==> src/rtl/control_sequencer.sv <==
// Instruction step sequencer: owns the step counter, gates the decoder's control word
// on memory wait-states, detects bus-timeout / step-overrun faults and runs interrupt entry.
module control_sequencer #(
    parameter int CONTROL_WIDTH = 22,
    parameter int STEP_WIDTH    = 3,
    parameter int MAX_WAIT      = 8,
    parameter int WAIT_WIDTH    = 4
) (
    input  logic                     clk,
    input  logic                     rst,
    output logic [STEP_WIDTH-1:0]    step,
    output logic                     inIrq,
    input  logic [CONTROL_WIDTH-1:0] decControls,
    output logic [CONTROL_WIDTH-1:0] controls,
    input  logic                     memReady,
    input  logic                     irq,
    input  logic                     irqEnable,
    output logic                     irqAck,
    output logic                     instrDone,
    output logic                     busError,
    output logic                     stepFault
);

    localparam int BIT_RESET_STATE = 21;
    localparam int BIT_IOR_D       = 19;
    localparam int BIT_MEM_WRITE   = 0;

    localparam logic [STEP_WIDTH-1:0] STEP_MAX  = '1;
    localparam logic [WAIT_WIDTH-1:0] WAIT_LAST = WAIT_WIDTH'(MAX_WAIT - 1);

    logic [STEP_WIDTH-1:0] step_q, step_d;
    logic [WAIT_WIDTH-1:0] wait_q, wait_d;
    logic                  in_irq_q, in_irq_d;
    logic                  bus_error_q, bus_error_d;
    logic                  step_fault_q, step_fault_d;

    logic mem_step, stall, timeout, boundary, overrun, accept;

    always_comb begin
        // NOTE: every signal assigned here gets a default first, so no path can infer a latch.
        step_d       = step_q + STEP_WIDTH'(1);
        wait_d       = '0;
        in_irq_d     = in_irq_q;
        bus_error_d  = bus_error_q;
        step_fault_d = step_fault_q;

        // Fetch steps only count as memory steps in normal mode; entry words flag their own accesses.
        mem_step = ((step_q < STEP_WIDTH'(2)) && !in_irq_q)
                   || decControls[BIT_IOR_D] || decControls[BIT_MEM_WRITE];
        stall    = mem_step && !memReady;
        timeout  = stall && (wait_q == WAIT_LAST);
        boundary = !stall && decControls[BIT_RESET_STATE];
        overrun  = !stall && !decControls[BIT_RESET_STATE] && (step_q == STEP_MAX);
        accept   = boundary && irq && irqEnable && !in_irq_q;

        if (timeout) begin
            bus_error_d = 1'b1;
            step_d      = '0;
            in_irq_d    = 1'b0;
        end else if (stall) begin
            step_d = step_q;
            wait_d = wait_q + WAIT_WIDTH'(1);
        end else if (boundary) begin
            step_d   = '0;
            in_irq_d = accept;
        end else if (overrun) begin
            step_fault_d = 1'b1;
            step_d       = '0;
            in_irq_d     = 1'b0;
        end

        // Write enables are suppressed while waiting or aborting; selects and memWriteReq pass through.
        controls = decControls;
        if (stall || overrun) begin
            controls[7:1] = '0;
        end

        instrDone = boundary && !rst;
        irqAck    = accept && !rst;
    end

    always_ff @(posedge clk) begin
        // NOTE: sequential state uses non-blocking assignments so all registers update together.
        if (rst) begin
            step_q       <= '0;
            wait_q       <= '0;
            in_irq_q     <= 1'b0;
            bus_error_q  <= 1'b0;
            step_fault_q <= 1'b0;
        end else begin
            step_q       <= step_d;
            wait_q       <= wait_d;
            in_irq_q     <= in_irq_d;
            bus_error_q  <= bus_error_d;
            step_fault_q <= step_fault_d;
        end
    end

    assign step      = step_q;
    assign inIrq     = in_irq_q;
    assign busError  = bus_error_q;
    assign stepFault = step_fault_q;

endmodule

==> config.mk <==
export PLATFORM = sky130hd
export DESIGN_NAME = control_sequencer
export DESIGN_NICKNAME = d
export VERILOG_FILES = /design/src/rtl/control_sequencer.sv
export SDC_FILE = /design/constraint.sdc
export NUM_CORES = 1
export LEC_CHECK = 0
export BUFFER_PORTS_ARGS = -buffer_cell sky130_fd_sc_hd__buf_2
export CAP_MARGIN = 40
export CORE_MARGIN = 3
export CORE_UTILIZATION = 36
export CTS_CLUSTER_DIAMETER = 30
export DETAILED_ROUTE_END_ITERATION = 7
export PLACE_DENSITY = 0.77
export SLEW_MARGIN = 30
export SYNTH_ARGS = -nofsm -noshare
export SYNTH_HDL_FRONTEND = slang
export SYNTH_SLANG_ARGS = --single-unit
==> constraint.sdc <==
create_clock -name clk -period 1.82 [get_ports clk]
set_input_delay 0.273 -clock clk [delete_from_list [all_inputs] [get_ports clk]]
set_output_delay 0.273 -clock clk [all_outputs]
set_load 0.01 [all_outputs]
==> metrics.txt <==
max-cap check violation count 0; DRT Wirelength 1820 microns; EDFF count, synth 0; Initial Utilization 40.5%; HPWL Detailed 1230 microns; Final GP Congestion 0.737; top-count cell post-synth buf_4; post-route setup TNS 0 ns; hold path start rst; syn_area_per_cell 8.69 sq um; launch point of the worst path step[1]; Synth async-reset ratio 0%; layout cells sized above 1 56.0%; Core Util, Final 54.0%; Crit Path Category reg -> out; pwr dens 559 nW/um^2; Synth Register Bits 10; RR Startpoint step[2]; crit path time final 1.80 ns; Non-Filler Instances 124; static leakage 0.408 nW; vias per cell 5.15; RSZ-0062 raised after global routing true; Worst Setup Start Kind register; DP Area 746 sq um; # IOs 57; Max Fclk 0.555 GHz; CP max FO 7; CTS H-tree lvls 1; R2R depth 4; Clk Latency, worst-skew pair 0.27 ns; r2r endpoint inIrq; Synth top area share 30.7%; Slew Viols, Final 0; nets 132; hold depth 3; hold_buf cts 0; Peak VDD IR 415 uV; Antenna Diode Count 0; CTS clock-pin slew for the worst setup and hold paths 0.07 ns; gr usage total 15.6%; per-cell routed wire length 14.6 microns; largest cells by area after synthesis dfxtp_1 31%, buf_4 17%, and2_1 6.7%; global-route wire length before repair 2900 microns; Mapped Nets 105; die height 48.6 microns; CTS tree yes; vias in the first global route 605; count of cell types in the netlist 31; CTS max path bufs 2; Port-buffer cells 32; Least-Margin Pin Slew 0.325 ns; Hold Slack 0.318 ns; via count 638; grt ovf 0; CP required 1.55 ns; FF-to-FF setup slack 0.37 ns; DRT iter0 DRCs 11; Setup-failing EPs final 0; worst setup slack after layout 0.0178 ns; Area Overhead vs Synth 33.6%; CP endpoint kind output pin; Synth Flop Type dfxtp_1; register area share after synthesis 30.7%; Synth top cells by count 15 x buf_4, 10 x dfxtp_1, 7 x and2_1, 4 x nor2_1; Final Hold Fails 0; Cell Rows 14; largest net degree at the start of global routing 12; Setup Skew 0.0142 ns; Core ar. 1610 sq um; Clock Sinks 10; Synth Instances 75; Mapped Area 652 sq um; post-synth top area cell dfxtp_1; worst slack, placed 0.0377 ns; number of detailed-route iterations in the first pass 4; initial antenna violation count 0; Tcrit/Tclk final 99.0%; design area 871 sq um; Worst EP arrival 1.53 ns; synth warn 0; DRC violations left 0; die area 2360 sq um; hold worst-path end inIrq; die width 48.6 microns; clk root buf clkbuf_4; Final ANT Viol Nets 0; worst hold path type in -> reg; TritonCTS buffer count 3; Max-slew headroom 78.2%; Final Power 487 uW; Placed Cells 118; status finished, final reports clean
[power breakdown]
| part | switching (mW) | internal (mW) | total (mW) |
|---|---|---|---|
| logic | 0.0524 | 0.0535 | 0.106 |
| clock network | 0.0754 | 0.0761 | 0.152 |
| registers | 0.00553 | 0.224 | 0.230 |
[state kept, by name, indices dropped and copies added, names as in the netlist]
| signal | count |
|---|---|
| wait_q | 4 |
| step | 3 |
| stepFault | 1 |
| busError | 1 |
| inIrq | 1 |
[placed cells by master (no fill, tap or decap), drive strengths merged, types with 3 or more instances in the layout]
| cell | instances |
|---|---|
| nor2 | 4 |
| ha | 3 |
| clkbuf | 3 |
| dfxtp | 10 |
| and2 | 7 |
| a21oi | 4 |
| buf | 39 |
| nand3 | 3 |
| nor4 | 3 |
[critical path, cell delays in order, from the launching register on]
cell     delay (ns)
dfxtp_2        0.34
ha_4           0.16
ha_4           0.15
nor2b_4        0.13
nor3_4         0.20
and2_1         0.16
buf_2          0.12
[worst max-delay path by stage]
stage / to / slack (ns) / cells after the start
2_1_floorplan: controls[1] / 0.19 / 5
3_3_place_gp: controls[1] / 0.09 / 6
3_5_place_dp: controls[4] / 0.04 / 6
4_1_cts: controls[4] / -0.007 / 6
5_1_grt: controls[1] / -0.07 / 6
6_report: controls[4] / 0.02 / 6
[final cells by class]
class,count,area [sq um]
Tap cell,24,30.0
Timing Repair Buffer,39,215
Fill cell,164,741
Clock buffer,3,22.5
Multi-Input combinational cell,48,397
Sequential cell,10,206
[cell families (layout without fill, tap and decap cells)]
group,after synthesis,after routing,share of synthesized area [%]
flops,10,10,30.7
buf+inv,17,42,19.4
xor+xnor,2,2,2.69
simple gates,32,32,29.8
compound gates,11,11,11.7
fa+ha+maj,3,3,5.76
[timing repair]
item	4_1_cts	5_1_grt
gates resized for setup	17	2
pin swaps	7	5
buffers inserted	3	0
setup endpoints to repair	8	7
[layer usage]
| layer | GRT usage (%) | up-vias | share of wire, % |
|---|---|---|---|
| met5 | 0 | - | 0 |
| met4 | 7.11 | 0 | 2.5 |
| met3 | 6.75 | 12 | 9.8 |
| met2 | 28.2 | 32 | 52 |
| met1 | 15.4 | 289 | 36 |
| li1 | - | 305 | - |
(Power assumes the default switching activity.)
